`src/rtl/ps2_scancode_rx_if.sv`:
```
// ps2_scancode_rx_if: decoded key event bus from the PS/2 receiver to the matrix stage
interface ps2_scancode_rx_if;
  logic [10:0] ps2_key;
  logic key_stb;
  logic rx_err;
  modport master (output ps2_key, key_stb, rx_err);
  modport slave (input ps2_key, key_stb, rx_err);
endinterface

```
`src/rtl/ps2_scancode_rx.sv`:
```
// ps2_scancode_rx: filters raw PS/2 pins, deserialises frames and folds E0/F0/E1 prefixes into key events
module ps2_scancode_rx #(
  parameter int FILTER_LEN = 8,
  parameter int TIMEOUT = 50000
) (
  input logic clk_sys,
  input logic reset_n,
  input logic ps2_clk,
  input logic ps2_data,
  ps2_scancode_rx_if.master key_if
);
  localparam int TW = $clog2(TIMEOUT);
  typedef enum logic [1:0] {IDLE, DATA, PARITY, STOP} state_t;
  state_t state, state_nxt;
  logic [1:0] clk_sync, dat_sync;
  logic clk_f, flip, fall, bit_in;
  logic [7:0] flt_cnt;
  logic [TW-1:0] tmr;
  logic timeout, start_err, frame_ok, frame_bad;
  logic [2:0] bit_cnt;
  logic [7:0] shreg, byte_q;
  logic par, byte_vld;
  logic ext, brk, is_status;
  logic [2:0] skip;
  logic [10:0] key;
  logic stb, err;
  assign key_if.ps2_key = key;
  assign key_if.key_stb = stb;
  assign key_if.rx_err = err;
  always_ff @(posedge clk_sys or negedge reset_n)
    if (!reset_n) begin
      clk_sync <= 2'b11;
      dat_sync <= 2'b11;
    end else begin
      clk_sync <= {clk_sync[0], ps2_clk};
      dat_sync <= {dat_sync[0], ps2_data};
    end
  // filtered clk only moves after FILTER_LEN consecutive disagreeing samples
  assign flip = (clk_sync[1] != clk_f) && (flt_cnt == 8'(FILTER_LEN - 1));
  assign fall = flip && clk_f;
  assign bit_in = dat_sync[1];
  always_ff @(posedge clk_sys or negedge reset_n)
    if (!reset_n) begin
      clk_f <= 1'b1;
      flt_cnt <= '0;
    end else begin
      clk_f <= flip ? ~clk_f : clk_f;
      flt_cnt <= (clk_sync[1] == clk_f || flip) ? '0 : flt_cnt + 8'd1;
    end
  // an edge in the same cycle as expiry wins, so timeout is masked by fall
  assign timeout = (state != IDLE) && !fall && (tmr == TW'(TIMEOUT - 1));
  always_ff @(posedge clk_sys or negedge reset_n)
    if (!reset_n) tmr <= '0;
    else tmr <= (fall || state == IDLE || timeout) ? '0 : tmr + TW'(1);
  always_ff @(posedge clk_sys or negedge reset_n)
    if (!reset_n) state <= IDLE;
    else state <= state_nxt;
  always_comb begin
    state_nxt = state;
    if (timeout) state_nxt = IDLE;
    else if (fall)
      case (state)
        IDLE: state_nxt = bit_in ? IDLE : DATA;
        DATA: state_nxt = (bit_cnt == 3'd7) ? PARITY : DATA;
        PARITY: state_nxt = STOP;
        default: state_nxt = IDLE;
      endcase
  end
  always_comb begin
    start_err = fall && state == IDLE && bit_in;
    frame_ok = fall && state == STOP && bit_in && (^{shreg, par});
    frame_bad = fall && state == STOP && !(bit_in && (^{shreg, par}));
  end
  always_ff @(posedge clk_sys or negedge reset_n)
    if (!reset_n) begin
      bit_cnt <= '0;
      shreg <= '0;
      par <= 1'b0;
      byte_vld <= 1'b0;
      byte_q <= '0;
      err <= 1'b0;
    end else begin
      bit_cnt <= (fall && state == IDLE) ? '0 : (fall && state == DATA) ? bit_cnt + 3'd1 : bit_cnt;
      shreg <= (fall && state == DATA) ? {bit_in, shreg[7:1]} : shreg;
      par <= (fall && state == PARITY) ? bit_in : par;
      byte_vld <= frame_ok;
      byte_q <= frame_ok ? shreg : byte_q;
      err <= start_err || frame_bad || timeout;
    end
  assign is_status = byte_q inside {8'hAA, 8'hFA, 8'hEE, 8'hFE, 8'h00, 8'hFF};
  // E1 starts the pause sequence; its remaining seven bytes are swallowed
  always_ff @(posedge clk_sys or negedge reset_n)
    if (!reset_n) begin
      key <= '0;
      stb <= 1'b0;
      ext <= 1'b0;
      brk <= 1'b0;
      skip <= '0;
    end else begin
      stb <= 1'b0;
      if (frame_bad || timeout) begin
        ext <= 1'b0;
        brk <= 1'b0;
      end else if (byte_vld) begin
        if (skip != 3'd0) skip <= skip - 3'd1;
        else if (byte_q == 8'hE1) skip <= 3'd7;
        else if (byte_q == 8'hE0) ext <= 1'b1;
        else if (byte_q == 8'hF0) brk <= 1'b1;
        else if (!(is_status && !ext && !brk)) begin
          key <= {~key[10], ~brk, ext, byte_q};
          stb <= 1'b1;
          ext <= 1'b0;
          brk <= 1'b0;
        end
      end
    end
endmodule

```
`src/flat_wrapper.sv`:
```
// flat-port wrapper written by rule: the top's interface ports become plain ports
module ps2_scancode_rx_flat 
#(
  parameter int FILTER_LEN = 8,
  parameter int TIMEOUT = 50000
)
  (clk_sys, reset_n, ps2_clk, ps2_data, key_if_ps2_key, key_if_key_stb, key_if_rx_err);
  ps2_scancode_rx_if key_if_i ();
  input logic clk_sys;
  input logic reset_n;
  input logic ps2_clk;
  input logic ps2_data;
  output wire logic [$bits(key_if_i.ps2_key)-1:0] key_if_ps2_key;
  output wire logic [$bits(key_if_i.key_stb)-1:0] key_if_key_stb;
  output wire logic [$bits(key_if_i.rx_err)-1:0] key_if_rx_err;
  assign key_if_ps2_key = key_if_i.ps2_key;
  assign key_if_key_stb = key_if_i.key_stb;
  assign key_if_rx_err = key_if_i.rx_err;
  ps2_scancode_rx #(.FILTER_LEN(FILTER_LEN), .TIMEOUT(TIMEOUT)) u_core (.clk_sys(clk_sys), .reset_n(reset_n), .ps2_clk(ps2_clk), .ps2_data(ps2_data), .key_if(key_if_i));
endmodule
```
`config.mk`:
```
export PLATFORM = sky130hd
export DESIGN_NAME = ps2_scancode_rx_flat
export DESIGN_NICKNAME = d
export VERILOG_FILES = /design/src/rtl/ps2_scancode_rx_if.sv /design/src/rtl/ps2_scancode_rx.sv /design/src/flat_wrapper.sv
export SDC_FILE = /design/constraint.sdc
export NUM_CORES = 1
export LEC_CHECK = 0
export CAP_MARGIN = 20
export CORE_ASPECT_RATIO = 1.25
export CORE_MARGIN = 2
export CORE_UTILIZATION = 40
export DETAILED_ROUTE_END_ITERATION = 6
export DONT_BUFFER_PORTS = 1
export PLACE_DENSITY = 0.63
export SLEW_MARGIN = 20
export SYNTH_ARGS = -nofsm -noshare
export SYNTH_HDL_FRONTEND = slang
export SYNTH_SLANG_ARGS = --single-unit
```
`constraint.sdc`:
```
create_clock -name clk_sys -period 3.4 [get_ports clk_sys]
set_input_delay 0.68 -clock clk_sys [delete_from_list [all_inputs] [get_ports clk_sys]]
set_output_delay 0.68 -clock clk_sys [all_outputs]
set_load 0.01 [all_outputs]
```
==> impl_metrics.ini, run 1 <==
[status]
status = finished, final reports clean

[clock_network]
cts_buffers = 9
cts_max_level = 3
cts_resized = 0
holdBufCountCts = 0
postCtsSetupRepairBufs = 0
cts_tree = done
insertion_delay_ns = 0.34
cts_root_buffer = clkbuf_8
clk_pin_slew_ns = 0.07
cts_buffer_depth = 2
cts.sinks = 70

[placed_design]
io_buffers = 0
gp_congestion = 0.740
dpl.hpwl_mm = 3.44
post-place-ws_ns = 0.336

[synth]
async_flop_share = 1.00
ys_top_cells_by_area = dfrtp_1 50%, mux2_2 6.6%, dfstp_2 4.1%
syn-num-nets = 277
synth_cell_type_count = 48
syn_inst = 267
synth_edf_count = 0
synth_area_um2 = 3230
synth_top_area_share = 0.504
ys.flop_type = dfrtp_1
syn_avg_cell_area_um2 = 12.1
ys_warn_count = 0
yosysSeqAreaShare = 0.545
yosys_register_bits = 70
synth_top_cell_by_area = dfrtp_1

[sta]
rsz0062_at_grt = false
fin_crit_sh = 0.900
drv_slew = 0
finClkSkew_ns = 0.00860
hold_viol_final = 0
final.setup.tns_ns = 0
setup_violations = 0
hold_slack_ns = 0.0291
fin_crit_ns = 3.06
setup_slack_ns = 0.340
worst_slew_pin_slew_ns = 0.673
timing.fmax_mhz = 327
slew_headroom = 0.546

[route]
drc = 0
post_drt_wl_per_cell_um = 13.7
wl_mm = 5.09
first_iter_violations = 88
vias = 1935
vias_per_cell = 5.19
firstDrtPassIters = 4
route.antenna.remaining_nets = 0

[floorplan]
row_count = 36
fp.dieW_um = 84.3
die_area_um2 = 8810
initial_utilization = 0.414
coreArea_um2 = 7790
boundaryPins = 17
die_y_um = 104

[final_layout]
drive_gt1_frac = 0.191
layout.nets = 283
multi_input_area_um2 = 1390
seq_area_um2 = 1760
n_antenna_cell = 0
nFillCells = 711
syn2layout_area_growth_pct = 8.30

[global_route]
grt_pass1_vias = 1925
globalRouteOverflowTotal = 0
grt_max_degree = 71
grt_use_total = 0.126
grt_pass1_wl_mm = 8.89
antenna_found_initial = 0

[power]
leakagePower_nw = 1.62
power_density_nw_per_um2 = 455
peakVddDrop_mv = 0.219

[worst_setup_path]
path_max_fanout = 11
end_kind = register
arrival_ns = 3.29
critical_path_class = reg -> reg
critPathLaunchType = register
required_ns = 3.63

[worst_hold_path]
hp-class = in -> async

[job]
cap_violations = 0
worst max-delay path: stages (launching register included):
cell and delay [ns]:
dfrtp_1 0.42, or4_4 0.52, or4b_1 0.73, mux2i_4 0.28, a311oi_2 0.47, nor2_4 0.19
mux2_4 0.33
sequential cells by signal, summed over array words and instances, names as in the netlist, 2 cells and up:
name                   flops
u_core.dat_sync            2
u_core.state               2
u_core.key_if.ps2_key     11
u_core.shreg               8
u_core.clk_sync            2
u_core.bit_cnt             3
u_core.byte_q              8
u_core.flt_cnt             8
u_core.tmr                16
u_core.skip                3
placed cells by master (no fill, tap or decap), types with 2 or more instances in the layout:
cell type	n
dfrtp_1	65
nor2_1	30
mux2_2	19
nand3_1	17
xnor2_1	14
xor2_1	13
and3_1	12
inv_1	10
clkbuf_8	10
mux2_4	8
nand2_1	7
o21ai_0	7
ha_1	6
dfstp_2	5
nor3_1	4
nor2b_1	4
a31oi_1	4
clkbuf_1	4
mux2i_1	3
or3_1	2
nor4b_1	2
a21oi_1	2
and2_1	2
nor2_4	2
cell usage after synthesis (all sizes together), types with 5 or more instances:
master / number
and3: 12
nand2: 7
inv: 10
o21ai: 8
xnor2: 14
mux2: 27
nand3: 17
dfrtp: 65
dfstp: 5
ha: 6
nor2: 32
xor2: 13
report_power, final:
| group | internal (mW) | switching [mW] |
|---|---|---|
| logic | 0.0281 | 0.0329 |
| registers | 0.860 | 0.0234 |
| clock network | 0.359 | 0.286 |
through the flow:
step | cells | instance area [µm²] | util | power, mW
2_1_floorplan | 267 | 3230 | - | 0.947
6_report | 373 | 3490 | 0.448 | 1.59
5_1_grt | 373 | 3490 | 0.448 | 1.65
3_5_place_dp | 357 | 3310 | 0.424 | 0.960
4_1_cts | 373 | 3490 | 0.448 | 1.62
3_3_place_gp | 357 | 3310 | 0.424 | 0.959
metal layers:
layer  vias up  GRT usage  wire length, µm
li1        937          -                -
met1       969      0.153             2330
met2        25      0.204             2550
met3         4     0.0381              157
met4         0     0.0578               56
met5         -          0                0
path summary, 6_finish.rpt:
kind                       slack (ns)  cells past startpoint                        end          startpoint
setup / recovery                 0.34                      6   u_core.key_if.ps2_key[7]   u_core.flt_cnt[5]
hold / removal                   0.03                      0  u_core.key_if.ps2_key[10]             reset_n
setup reg to reg                 0.34                      6   u_core.key_if.ps2_key[7]   u_core.flt_cnt[5]
hold reg to reg                  0.36                      0         u_core.clk_sync[1]  u_core.clk_sync[0]
max in group asynchronous        3.17                      0         u_core.clk_sync[0]             reset_n
min in group clk_sys             0.34                      0         u_core.dat_sync[0]            ps2_data
cells by family after synthesis:
group | share of synthesized area
compound gates | 0.0547
flops | 0.545
fa+ha+maj | 0.0233
simple gates | 0.151
xor+xnor | 0.0803
mux | 0.120
buf+inv | 0.0260
cell type report:
cell class	instances	share of cell area
clock inverter	2	0.0100
tap	95	0.0340
inverter	10	0.0107
multi-input combinational	181	0.396
clock buffer	14	0.0437
sequential	70	0.503
timing repair buffer	1	0.00215
Note: power is estimated with default switching activity, not from simulation.
==> run 2, diff against run 1 <==
--- a/config.mk
+++ b/config.mk
@@ -11,7 +11,7 @@
 export CORE_UTILIZATION = 40
 export DETAILED_ROUTE_END_ITERATION = 6
 export DONT_BUFFER_PORTS = 1
-export PLACE_DENSITY = 0.63
+export PLACE_DENSITY = 0.65
 export SLEW_MARGIN = 20
 export SYNTH_ARGS = -nofsm -noshare
 export SYNTH_HDL_FRONTEND = slang
==> constraint.sdc (replaced) <==
create_clock -name clk_sys -period 2.8 [get_ports clk_sys]
set_input_delay 0.56 -clock clk_sys [delete_from_list [all_inputs] [get_ports clk_sys]]
set_output_delay 0.56 -clock clk_sys [all_outputs]
set_load 0.01 [all_outputs]
==> impl_metrics.ini, run 2 (synthesized netlist as in run 1, its figures left out) <==
[final_layout]
top_register = u_core.tmr
final_common_cell = dfrtp_1
drive_gt1_frac = 0.241
nFillCells = 718
final_cell_mix = 65 x dfrtp_1, 30 x nor2_1, 19 x mux2_2
fin_area_um2 = 3650
layout.nets = 296
n_antenna_cell = 0
fin_util = 0.469
largest_reg_flops = 16
syn2layout_area_growth_pct = 13.3

[route]
drc = 0
firstDrtPassIters = 5
route.antenna.remaining_nets = 0
wl_mm = 5.58
vias = 1984
vias_per_cell = 5.15
post_drt_wl_per_cell_um = 14.5
first_iter_violations = 85

[clock_network]
cts_buffer_depth = 2
clk_pin_slew_ns = 0.07
cts_tree = done
cts_buffers = 9
insertion_delay_ns = 0.34
cts_root_buffer = clkbuf_8
cts.sinks = 70
cts_max_level = 3

[worst_setup_path]
reg2reg_slack_ns = 0.08
crit_path_max_incr_delay_ns = 0.58
path_max_fanout = 5
path_cells = or4_4 > or4b_4 > mux2i_4 > a311oi_4 > nor2_4 > mux2_4
r2r_start = u_core.flt_cnt[4]
cp_top_family = simple AND/OR/NAND/NOR gates
arrival_ns = 2.94
critPathLaunchType = register
required_ns = 3.02
worstReg2RegEnd = u_core.key_if.ps2_key[8]
reg2reg_depth = 6
slowest_stage = or4b_4
end_kind = register
crit_buf_inv = 0
critical_path_class = reg -> reg
cp-startpoint = u_core.flt_cnt[4]

[global_route]
antenna_found_initial = 0
grt_pass1_vias = 2047
grt_max_degree = 66
globalRouteOverflowTotal = 0
grt_pass1_wl_mm = 9.67
grt_use_total = 0.137

[sta]
fin_crit_sh = 0.971
setup_violations = 0
worst_slew_pin_slew_ns = 0.666
slew_headroom = 0.554
hold_viol_final = 0
hold_slack_ns = 0.0656
rsz0062_at_grt = true
finClkSkew_ns = 0.00889
fin_crit_ns = 2.72
drv_slew = 0
final.setup.tns_ns = 0
timing.fmax_mhz = 368

[power]
leakagePower_nw = 1.70
power_density_nw_per_um2 = 556
peakVddDrop_mv = 0.273

[floorplan]
fp.dieW_um = 84.3
die_area_um2 = 8810
boundaryPins = 17
initial_utilization = 0.414
coreArea_um2 = 7790
row_count = 36
die_y_um = 104

[status]
status = finished, final reports clean

[placed_design]
io_buffers = 0
dpl-instance-area_um2 = 3390
gp_congestion = 0.721
dpl.hpwl_mm = 3.71

[job]
cap_violations = 0

[worst_hold_path]
hp-class = in -> async
==> run 2: changes by cell type in the layout (fill, tap and decap cells not counted) <==
cell / before / now
bufinv_16: 1 / 2
clkinvlp_4: 0 / 3
nor2_4: 2 / 3
or4b_1: 1 / 0
buf_16: 0 / 1
a311oi_4: 0 / 1
or4b_4: 0 / 1
clkbuf_8: 10 / 9
a311oi_2: 1 / 0
buf_4: 1 / 12
clkbuf_1: 4 / 0
==> run 2: timing repair <==
item / 4_1_cts / 5_1_grt
endpoints found under the hold margin: 65 / 0
gates cloned: 1 / 0
gates resized for setup: 1 / 1
pin swaps: 1 / 2
buffers inserted: 1 / 0
hold buffers: 1 / 0
endpoints found under the setup margin: 6 / 6
==> run 2: worst reg2reg max path, delay by kind of cell, from the launching register on <==
family	cells	cell delay, ns
simple gates	3	1.26
compound gates	1	0.40
mux	2	0.55
flops	1	0.39
==> run 2: stage by stage <==
step	instances	power, mW	worst slack, ns
floorplan	267	1.15	0.0203
global placement	367	1.17	0.0708
detailed placement	367	1.17	-0.0222
CTS	385	2.07	0.0358
global route	385	2.11	-0.0269
finish	385	2.03	0.0806
==> run 2: worst max path at each step <==
stage               slack [ns]                  endpoint  cells after the start
global route             -0.03  u_core.key_if.ps2_key[0]                      6
global placement          0.07  u_core.key_if.ps2_key[0]                      6
detailed placement       -0.02  u_core.key_if.ps2_key[0]                      6
finish                    0.08  u_core.key_if.ps2_key[8]                      6
floorplan                 0.02  u_core.key_if.ps2_key[1]                      8
CTS                       0.04  u_core.key_if.ps2_key[4]                      6
==> run 2: layout make-up <==
class	count	area [µm²]	area share
flip-flops and latches	70	1760	0.481
multi-input cells	182	1410	0.386
well taps	95	119	0.0325
clock inverters	6	87.6	0.0240
repair buffers	13	118	0.0322
inverters	10	37.5	0.0103
clock buffers	9	124	0.0339
==> run 2: metal layers <==
layer / GRT usage / up-vias / routed length, µm
met5: 0 / - / 0
met4: 0.0408 / 0 / 58
met3: 0.0397 / 6 / 146
met2: 0.232 / 25 / 2850
met1: 0.168 / 984 / 2520
li1: - / 969 / -
==> run 2: report_power, final <==
group / leakage [nW] / internal [mW] / total [mW] / switching [mW]
Clock: 0.0973 / 0.494 / 0.863 / 0.369
Combinational: 0.643 / 0.0384 / 0.0943 / 0.0559
Sequential: 0.958 / 1.04 / 1.07 / 0.0289
==> run 3, diff against run 2 <==
--- a/config.mk
+++ b/config.mk
@@ -11,7 +11,7 @@
 export CORE_UTILIZATION = 40
 export DETAILED_ROUTE_END_ITERATION = 6
 export DONT_BUFFER_PORTS = 1
-export PLACE_DENSITY = 0.65
+export PLACE_DENSITY = 0.66
 export SLEW_MARGIN = 20
 export SYNTH_ARGS = -nofsm -noshare
 export SYNTH_HDL_FRONTEND = slang
==> constraint.sdc (replaced) <==
create_clock -name clk_sys -period 2.8 [get_ports clk_sys]
set_input_delay 0.56 -clock clk_sys [delete_from_list [all_inputs] [get_ports clk_sys]]
set_output_delay 0.56 -clock clk_sys [all_outputs]
set_load 0.005 [all_outputs]
==> impl_metrics.ini, run 3 (synthesized netlist as in run 1, its figures left out) <==
[status]
status = finished, final reports clean

[final_layout]
final_cell_mix = 65 x dfrtp_1, 30 x nor2_1, 19 x mux2_2
largest_reg_flops = 16
final_cells = 386
syn2layout_area_growth_pct = 13.6
drive_gt1_frac = 0.244
layout.nets = 296
final_common_cell = dfrtp_1
n_antenna_cell = 0
top_register = u_core.tmr

[clock_network]
cts_tree = done
cts_max_level = 3
cts.sinks = 70
cts_root_buffer = clkbuf_8
insertion_delay_ns = 0.35
cts_buffers = 9
clk_pin_slew_ns = 0.08
cts_buffer_depth = 2

[power]
power_frac_clock = 0.434
p_switching_mw = 0.477
leakagePower_nw = 1.70
p_sw_frac = 0.231
combPwrFrac = 0.045
power_frac_seq = 0.520
finalPower_mw = 2.06
internal-power_mw = 1.58
peakVddDrop_mv = 0.384
power_density_nw_per_um2 = 562

[sta]
rsz0062_at_grt = false
worst_slew_pin_slew_ns = 0.666
hold_slack_ns = 0.0605
timing.fmax_mhz = 377
slew_headroom = 0.550
setup_slack_ns = 0.149
drv_slew = 0
fin_crit_ns = 2.65
final.setup.tns_ns = 0
finClkSkew_ns = 0.0113
setup_violations = 0
fin_crit_sh = 0.947
hold_viol_final = 0

[global_route]
top_usage_layer = met2
grt_pass1_vias = 2014
grt_max_degree = 66
grt_use_met2 = 0.219
antenna_found_initial = 0
grt_pass1_wl_mm = 9.43
globalRouteOverflowTotal = 0
grt_use_total = 0.134
met1_usage = 0.163
grt_util_met3 = 0.0405

[worst_setup_path]
arrival_ns = 2.88
r2r_start = u_core.flt_cnt[4]
end_kind = register
required_ns = 3.03
reg2reg_slack_ns = 0.15
worstReg2RegEnd = u_core.key_if.ps2_key[3]
crit_buf_inv = 1
slowest_stage = or4b_4
critPathLaunchType = register
critical_path_class = reg -> reg
path_cells = or4_4 > or4b_4 > nand3_1 > o211ai_1 > buf_4 > nor2_4 > mux2_4
reg2reg_depth = 7
crit_path_max_incr_delay_ns = 0.58
cp_top_family = simple AND/OR/NAND/NOR gates
path_max_fanout = 5

[floorplan]
initial_utilization = 0.414
die_y_um = 104
fp.dieW_um = 84.3
die_area_um2 = 8810
boundaryPins = 17
coreArea_um2 = 7790
row_count = 36

[route]
wl_mm = 5.54
firstDrtPassIters = 4
vias = 2007
post_drt_wl_per_cell_um = 14.3
vias_per_cell = 5.20
first_iter_violations = 92
drc = 0
route.antenna.remaining_nets = 0

[worst_hold_path]
hp-class = in -> async

[placed_design]
post-place-ws_ns = 0.0324
io_buffers = 0
gp_congestion = 0.724
place_inst = 365
dpl.hpwl_mm = 3.55

[job]
cap_violations = 0
==> run 3: cell types whose count changed in the layout (fill, tap and decap cells not counted) <==
cell / change
clkinv_2: -1
clkinv_4: +1
clkinvlp_4: +1
==> run 3: through the flow <==
stage / util / cell area (µm²)
after floorplan: - / 3240
after detailed placement: 0.434 / 3380
after CTS: 0.466 / 3630
final: 0.470 / 3670
after global routing: 0.470 / 3670
after global placement: 0.434 / 3380
==> run 3: power by group through the flow <==
stage	Combinational [mW]	Clock [mW]	Sequential, mW
floorplan	0.0652	0	1.09
global placement	0.0727	0	1.09
detailed placement	0.0739	0	1.09
CTS	0.0971	0.915	1.07
global route	0.110	0.958	1.08
finish	0.0935	0.895	1.07
==> run 3: cell type report <==
class	instances	area, µm²
well taps	95	119
inverters	10	37.5
multi-input cells	182	1410
repair buffers	13	118
flip-flops and latches	70	1760
clock buffers	9	124
fillers	692	4130
clock inverters	7	98.8
==> run 3: layer usage <==
metal	part of all wire	routed length, µm
met1	0.45	2490
met2	0.50	2780
met3	0.033	183
met4	0.016	91
met5	0	0
==> run 3: worst max path at each step <==
stage,start,endpoint,slack [ns],depth (start not counted)
after floorplan,u_core.flt_cnt[4],u_core.key_if.ps2_key[1],0.02,8
after global placement,u_core.flt_cnt[4],u_core.key_if.ps2_key[0],0.08,6
after detailed placement,u_core.flt_cnt[4],u_core.key_if.ps2_key[0],0.03,6
after CTS,u_core.flt_cnt[4],u_core.key_if.ps2_key[0],0.02,6
after global routing,u_core.flt_cnt[4],u_core.skip[1],0.05,8
final,u_core.flt_cnt[4],u_core.key_if.ps2_key[3],0.15,7
==> run 3: repair_timing <==
| item | 4_1_cts | 5_1_grt |
|---|---|---|
| hold buffers | 1 | 0 |
| resized for setup | 0 | 2 |
| buffers inserted | 0 | 3 |
| endpoints found under the setup margin | 0 | 21 |
| endpoints found under the hold margin | 65 | 0 |
